File: src/rtl/half_divide.sv
// Iterative binary16 divider: restoring radix-2 mantissa division, one quotient
// bit per clock, truncating, no subnormals, saturating overflow.
module half_divide #(
  parameter logic [14:0] DIV0_MAG = 15'h7FFF
) (
  input  logic        clk,
  input  logic        rstn,
  input  logic        in_valid,
  output logic        in_ready,
  input  logic [15:0] a,
  input  logic [15:0] b,
  output logic        out_valid,
  output logic [15:0] c,
  output logic [1:0]  o_dbg_state
);

  // Handshake: an operand transfer happens at a posedge where in_valid && in_ready.
  // in_ready is high only in IDLE with rstn high; out_valid is a one-cycle pulse
  // and c holds its value until the next result.

  typedef enum logic [1:0] {
    IDLE = 2'd0,
    DIV  = 2'd1,
    PACK = 2'd2
  } state_t;

  state_t             r_state;
  logic               r_sign;
  logic               r_a_zero;
  logic               r_b_zero;
  logic signed [6:0]  r_exp;
  logic [10:0]        r_mb;
  logic [11:0]        r_rem;
  logic [11:0]        r_q;
  logic [3:0]         r_cnt;

  logic               w_rem_ge;
  logic [11:0]        w_rem_next;
  logic signed [6:0]  w_e;
  logic [9:0]         w_mant;
  logic [15:0]        w_result;

  assign in_ready    = rstn && (r_state == IDLE);
  assign o_dbg_state = r_state;

  assign w_rem_ge   = (r_rem >= {1'b0, r_mb});
  assign w_rem_next = w_rem_ge ? (r_rem - {1'b0, r_mb}) : r_rem;

  // q[11] tells whether the mantissa ratio landed in [1,2) or [0.5,1).
  assign w_e    = r_exp + (r_q[11] ? 7'sd15 : 7'sd14);
  assign w_mant = r_q[11] ? r_q[10:1] : r_q[9:0];

  always_comb begin
    w_result = 16'h0000;
    if (r_a_zero) begin
      w_result = 16'h0000;
    end else if (r_b_zero) begin
      w_result = {r_sign, DIV0_MAG};
    end else if (w_e <= 7'sd0) begin
      w_result = {r_sign, 15'h0000};
    end else if (w_e >= 7'sd31) begin
      w_result = {r_sign, 5'h1F, 10'h3FF};
    end else begin
      w_result = {r_sign, w_e[4:0], w_mant};
    end
  end

  always_ff @(posedge clk) begin
    if (!rstn) begin
      r_state   <= IDLE;
      r_sign    <= 1'b0;
      r_a_zero  <= 1'b0;
      r_b_zero  <= 1'b0;
      r_exp     <= 7'sd0;
      r_mb      <= 11'h000;
      r_rem     <= 12'h000;
      r_q       <= 12'h000;
      r_cnt     <= 4'd0;
      out_valid <= 1'b0;
      c         <= 16'h0000;
    end else begin
      out_valid <= 1'b0;
      case (r_state)
        IDLE: begin
          if (in_valid) begin
            r_sign   <= a[15] ^ b[15];
            r_a_zero <= (a[14:0] == 15'h0000);
            r_b_zero <= (b[14:0] == 15'h0000);
            r_exp    <= {2'b00, a[14:10]} - {2'b00, b[14:10]};
            r_mb     <= {1'b1, b[9:0]};
            r_rem    <= {2'b01, a[9:0]};
            r_q      <= 12'h000;
            r_cnt    <= 4'd11;
            r_state  <= DIV;
          end
        end
        DIV: begin
          r_q   <= {r_q[10:0], w_rem_ge};
          // The partial remainder is always below mb here, so bit 11 is zero.
          r_rem <= {w_rem_next[10:0], 1'b0};
          if (r_cnt == 4'd0) begin
            r_state <= PACK;
          end else begin
            r_cnt <= r_cnt - 4'd1;
          end
        end
        PACK: begin
          c         <= w_result;
          out_valid <= 1'b1;
          r_state   <= IDLE;
        end
        default: r_state <= IDLE;
      endcase
    end
  end

endmodule

File: config.mk
export PLATFORM = sky130hd
export DESIGN_NAME = half_divide
export DESIGN_NICKNAME = d
export VERILOG_FILES = /design/src/rtl/half_divide.sv
export SDC_FILE = /design/constraint.sdc
export NUM_CORES = 1
export LEC_CHECK = 0
export BUFFER_PORTS_ARGS = -buffer_cell sky130_fd_sc_hd__clkbuf_2
export CAP_MARGIN = 5
export CORE_MARGIN = 8
export CORE_UTILIZATION = 35
export CTS_CLUSTER_DIAMETER = 40
export DETAILED_ROUTE_END_ITERATION = 16
export GPL_ROUTABILITY_DRIVEN = 0
export HOLD_SLACK_MARGIN = 0.08
export PLACE_DENSITY_LB_ADDON = 0.25
export RECOVER_POWER = 50
export SLEW_MARGIN = 30
export SYNTH_ARGS = -nofsm -noshare
export SYNTH_HDL_FRONTEND = slang
export SYNTH_SLANG_ARGS = --single-unit
File: constraint.sdc
create_clock -name clk -period 3 [get_ports clk]
set_input_delay 0.15 -clock clk [delete_from_list [all_inputs] [get_ports clk]]
set_output_delay 0.15 -clock clk [all_outputs]
set_load 0.005 [all_outputs]
; Word-level counts from Yosys, hierarchy flattened
; Cells that the tools add are included.
; W data, S select, Z words.
[op_classes]
n_addsub = 4
reduce_logical = 10
mux = 18
bitwise_logic = 1
n_lt_le_gt_ge = 3
n_eq_ne = 5
[ops]
columns = operator, count
row1 = $pmux W12 S2, 2
row2 = $mux W15, 3
row3 = $logic_not A15 Y1, 2
row4 = $mux W12, 2
row5 = $mux W16, 1
row6 = $ge A12 B11 Y1, 1
row7 = $mux W11, 1
row8 = $sub A11 B11 Y11, 1
row9 = $mux W10, 1
row10 = $mux W4, 2
row11 = $pmux W4 S2, 1
row12 = $add A7 B5 Y7, 1
row13 = $ge A7 B6 Y1 const B, 1
row14 = $le A7 B1 Y1 const B, 1
row15 = $ne A2 B2 Y1 const B, 3
row16 = $reduce_and A2 Y1, 3
row17 = $sub A5 B5 Y6, 1
row18 = $logic_not A4 Y1, 1
row19 = $mux W2, 2
row20 = $pmux W2 S2, 1
row21 = $sub A4 B1 Y4 const B, 1
row22 = $reduce_and A3 Y1, 1
row23 = $eq A2 B1 Y1 const B, 1
row24 = $eq A2 B2 Y1 const B, 1
row25 = 5 further kinds, 6
[word_totals]
out_inout_bits = 20
elab_cells = 52
reg_bits = 68
in_bits = 35

; Longest topological paths before layout
[depth]
word_depth = 7
ltp_mapped = 10
ltp_nobuf = 9

; Least setup slack after synthesis
; No wires, ideal clock.
[synth_timing]
path_kind = register to register
start = reg r_rem[0]
end = reg r_rem[5]
setup_ns = 0.132
setup_slack_ns = 0.641
n_path_buf = 1
stages_incl_launch_ff = 11
synth_period_minus_slack_ns = 2.359
arrival_ns = 2.226
t_required_ns = 2.868
path_cell_list = dfxtp_1 -> inv_1 -> ha_1 -> fa_1 -> nand2b_2 -> a21oi_4 -> a41oi_1 -> o311ai_4 -> buf_6 -> mux2i_1 -> a21oi_1
[synth_between]
elab_chain_len = 3
elab_cells_between_ends = 4
classes_between = 1 x add/sub / 1 x order compare / 2 x mux
[synth_lines]
columns = element, line_no
row1 = "start, declared", 33  ; logic [11:0] r_rem;
row2 = "start signal, assigned", 91  ; r_rem <= {2'b01, a[9:0]};
row3 = "start signal, assigned", 100  ; r_rem <= {w_rem_next[10:0], 1'b0};
row4 = $sub A11 B11 Y11 / $ge A12 B11 Y1 (equally long branches), "47, 46"
row5 = $mux W11 (*), 47  ; assign w_rem_next = w_rem_ge ? (r_rem - {1'b0, r_mb}) : r_rem;
row6 = $pmux W12 S2 (*), 83  ; case (r_state)
; Every way passes the cells marked *; elsewhere a longest branch is shown, timed or not.
; A chain may end at the register's enable or synchronous reset.

; Final worst setup path
[layout_timing]
start = reg r_exp[0]
end = reg c[0]
[layout_between]
elab_chain_len = 6
elab_cells_between_ends = 7
classes_between = 1 x add/sub / 2 x order compare / 4 x mux
[layout_lines]
columns = element, line_no
row1 = "start, declared", 31  ; logic signed [6:0] r_exp;
row2 = "start signal, assigned", 89  ; r_exp <= {2'b00, a[14:10]} - {2'b00, b[14:10]};
row3 = $add A7 B5 Y7 (*), 50  ; assign w_e = r_exp + (r_q[11] ? 7'sd15 : 7'sd14);
row4 = $ge A7 B6 Y1, 61  ; end else if (w_e >= 7'sd31) begin
row5 = $mux W15, 61
row6 = $mux W15 (*), 59  ; end else if (w_e <= 7'sd0) begin
row7 = $mux W15 (*), 57  ; end else if (r_b_zero) begin
row8 = $mux W16 (*), 55  ; if (r_a_zero) begin
row9 = "end signal, assigned", 108  ; c <= w_result;
row10 = "end, declared", 13  ; output logic [15:0] c,
; Marks and branches as above.

==> flow_metrics.env <==
export IMPL_post_synth_cell_area_avg_sq_um=8.57
export IMPL_crit_path_end_kind="flip-flop"
export IMPL_grt_overflow=0
export IMPL_drt_iter0_markers=201
export IMPL_synthesis_instances=420
export IMPL_dpl_cell_count=597
export IMPL_pin_count_of_the_biggest_net_entering_global_routing=35
export IMPL_vias=3224
export IMPL_layout_cells_most_common_list="sky130_fd_sc_hd__dfxtp_1 (67), sky130_fd_sc_hd__nand2_1 (61), sky130_fd_sc_hd__clkbuf_2 (36)"
export IMPL_clock_latency_at_the_later_pin_of_the_worst_skew_pair_ns=0.35
export IMPL_yosysSeqAreaShare_pct=37.2
export IMPL_clk_path_buf_depth=2
export IMPL_dominantRegCellSynth="sky130_fd_sc_hd__dfxtp_1"
export IMPL_all_layer_gr_usage_pct=13.7
export IMPL_crit_required_ns=3.29
export IMPL_p_leak_uw=0.00178
export IMPL_outcome="finished, final reports clean"
export IMPL_floorplan_initialDensity_pct=35.5
export IMPL_area_delta_synth_final_pct=18.6
export IMPL_ctsResizeCount=0
export IMPL_synth_nets=477
export IMPL_final_fill_count=1026
export IMPL_pin_count=55
export IMPL_timing_worst_setup_path_type="flip-flop to flip-flop"
export IMPL_post_cts_setup_buffers=0
export IMPL_stdcell_area_sq_mm=0.00427
export IMPL_first_global_vias=3115
export IMPL_synth_area_sq_mm=0.00360
export IMPL_wl_per_cell_microns=15.0
export IMPL_grt_first_pass_wirelength_microns=15900
export IMPL_dp_final_hpwl_microns=6880
export IMPL_floorplan_core_area_sq_mm=0.0101
export IMPL_synth_cell_types=56
export IMPL_cts_tree="done"
export IMPL_cts_inserted_buffers=9
export IMPL_finalClockSkew_ns=0.00504
export IMPL_finalWirelength_microns=9330
export IMPL_place_area_sq_mm=0.00401
export IMPL_seq_area_sq_mm=0.00134
export IMPL_slew_headroom_pct=10.9
export IMPL_power_total_uw=2510
export IMPL_report_final_slew_viol_count=0
export IMPL_cap_viol_max_count=0
export IMPL_finalSetupTns_ns=0
export IMPL_num_antenna_cells=0
export IMPL_1st_pass_router_iterations=4
export IMPL_rr_startpoint="r_exp[0]$_SDFFE_PN0P_"
export IMPL_postSynthRegisterBits=67
export IMPL_worst_endpoint_arrival_ns=2.68
export IMPL_io_buffers=54
export IMPL_num_nets_final=540
export IMPL_grt_antenna_before_repair=0
export IMPL_drc=0
export IMPL_power_per_cell_area_mw_per_mm2=588
export IMPL_ys_async_sr_fraction_pct=0
export IMPL_final_period_minus_worst_setup_slack_ns=2.39
export IMPL_htree_num_levels=3
export IMPL_final_util_pct=42.1
export IMPL_non_filler_cells_in_the_finished_layout=624
export IMPL_die_x_microns=117
export IMPL_maxClockFrequency_ghz=0.419
export IMPL_die_h_microns=117
export IMPL_setup_viol=0
export IMPL_rsz0062_at_grt="no"
export IMPL_power_ir_vdd_worst_mv=0.261
export IMPL_routed_via_density=5.17
export IMPL_ys_warnings_count=0
export IMPL_hold_class="primary input to flip-flop"
export IMPL_cp_max_fo=12
export IMPL_worst_hold_path_startpoint="a[15]"
export IMPL_timing_worst_slew_pin_value_ns=1.34
export IMPL_ratio_of_cells_with_drive_above_1_in_the_final_layout_pct=16.4
export IMPL_multi_input_area_sq_mm=0.00205
export IMPL_finalCritPeriodShare_pct=79.6
export IMPL_edff_count_synth=0
export IMPL_timing_hold_violations_final=0
export IMPL_clock_root_buffer="sky130_fd_sc_hd__clkbuf_8"
export IMPL_fp_row_count=37
export IMPL_cp_startpoint="r_exp[0]$_SDFFE_PN0P_"
export IMPL_clk_transition_reported_paths_ns=0.08
export IMPL_commonest_non_fill_non_tap_cell_in_the_layout="sky130_fd_sc_hd__dfxtp_1"
export IMPL_antenna_violating_nets_post_route=0
export IMPL_floorplan_die_area_sq_mm=0.0138
export IMPL_numClockSinks=67
export IMPL_critPathLaunchType="flip-flop"
==> report_power, final <==
| group | switching (uW) | internal (uW) | leakage (uW) |
|---|---|---|---|
| Combinational | 450 | 358 | 0.00114 |
| Clock | 371 | 321 | 0.0000885 |
| Sequential | 56.9 | 953 | 0.000547 |
| Total | 878 | 1630 | 0.00178 |
==> metal layers <==
| layer | vias up | track usage, % | part of all wire (%) |
|---|---|---|---|
| met5 | - | 0 | 0 |
| met4 | 0 | 3.73 | 1.4 |
| met3 | 9 | 4.32 | 4.4 |
| met2 | 74 | 20.9 | 44 |
| met1 | 1509 | 18.2 | 51 |
| li1 | 1632 | - | - |
==> critical path, cell delays in order, from the launching register on <==
cell and delay (ns):
sky130_fd_sc_hd__dfxtp_1 0.34, sky130_fd_sc_hd__ha_1 0.23, sky130_fd_sc_hd__inv_1 0.06, sky130_fd_sc_hd__ha_1 0.21, sky130_fd_sc_hd__nand2b_1 0.11, sky130_fd_sc_hd__o21ai_0 0.11
sky130_fd_sc_hd__a21boi_1 0.31, sky130_fd_sc_hd__nand2_1 0.08, sky130_fd_sc_hd__o21ai_1 0.67, sky130_fd_sc_hd__a221o_1 0.20
==> timing repair <==
action | in CTS | in global routing
hold endpoints to repair | 11 | 0
endpoints found under the setup margin | 0 | 0
hold buffers | 11 | 0
==> kinds of logic after synthesis <==
family	share of synthesized area, %
adders and majority gates	8.06
AOI/OAI and AO/OA	21.9
muxes	5.07
xor gates and xnor gates	3.89
and+or+nand+nor	18.1
buffers and inverters	5.73
DFF	37.2
==> flip-flops by register name (all words and copies together), names as in the netlist, 2 cells and up <==
register,cells
r_mb,11
r_rem,12
r_cnt,4
o_dbg_state,2
r_q,12
c,16
r_exp,6
==> area by class of cell <==
cell class	instances	share of cell area, %
clock buffer	10	3.22
clock inverter	6	0.908
inverter	30	2.64
multi-input combinational	302	48.1
sequential	67	31.4
tap	136	3.98
timing repair buffer	73	9.78
==> synthesized netlist by cell type (all sizes together), types with 9 or more instances <==
library cell | n | share of area (%)
nand3 | 10 | 1.4
a221o | 12 | 3.3
a22o | 12 | 2.9
xnor2 | 9 | 2.2
nor3 | 11 | 1.5
clkbuf | 16 | 1.7
inv | 30 | 3.1
mux2 | 10 | 3.1
o21ai | 12 | 1.7
nand2 | 61 | 6.4
a21oi | 33 | 4.9
dfxtp | 67 | 37
nor2 | 20 | 2.1
ha | 20 | 6.9
==> worst paths after layout <==
| path | depth (start not counted) | slack (ns) | to |
|---|---|---|---|
| hold / removal | 3 | 0.1 | r_sign$_SDFFE_PN0P_ |
| hold reg to reg | 2 | 0.46 | c[13]$_SDFFE_PN0P_ |
| setup reg to reg | 9 | 0.61 | c[0]$_SDFFE_PN0P_ |
| setup / recovery | 9 | 0.61 | c[0]$_SDFFE_PN0P_ |
==> stage by stage <==
stage | setup slack [ns] | hold WS, ns
2_1_floorplan | 0.641 | 0.286
3_3_place_gp | 0.667 | 0.391
3_5_place_dp | 0.620 | 0.395
4_1_cts | 0.601 | 0.0908
5_1_grt | 0.375 | 0.118
6_report | 0.613 | 0.100
Power figures use the tool's default switching activity.
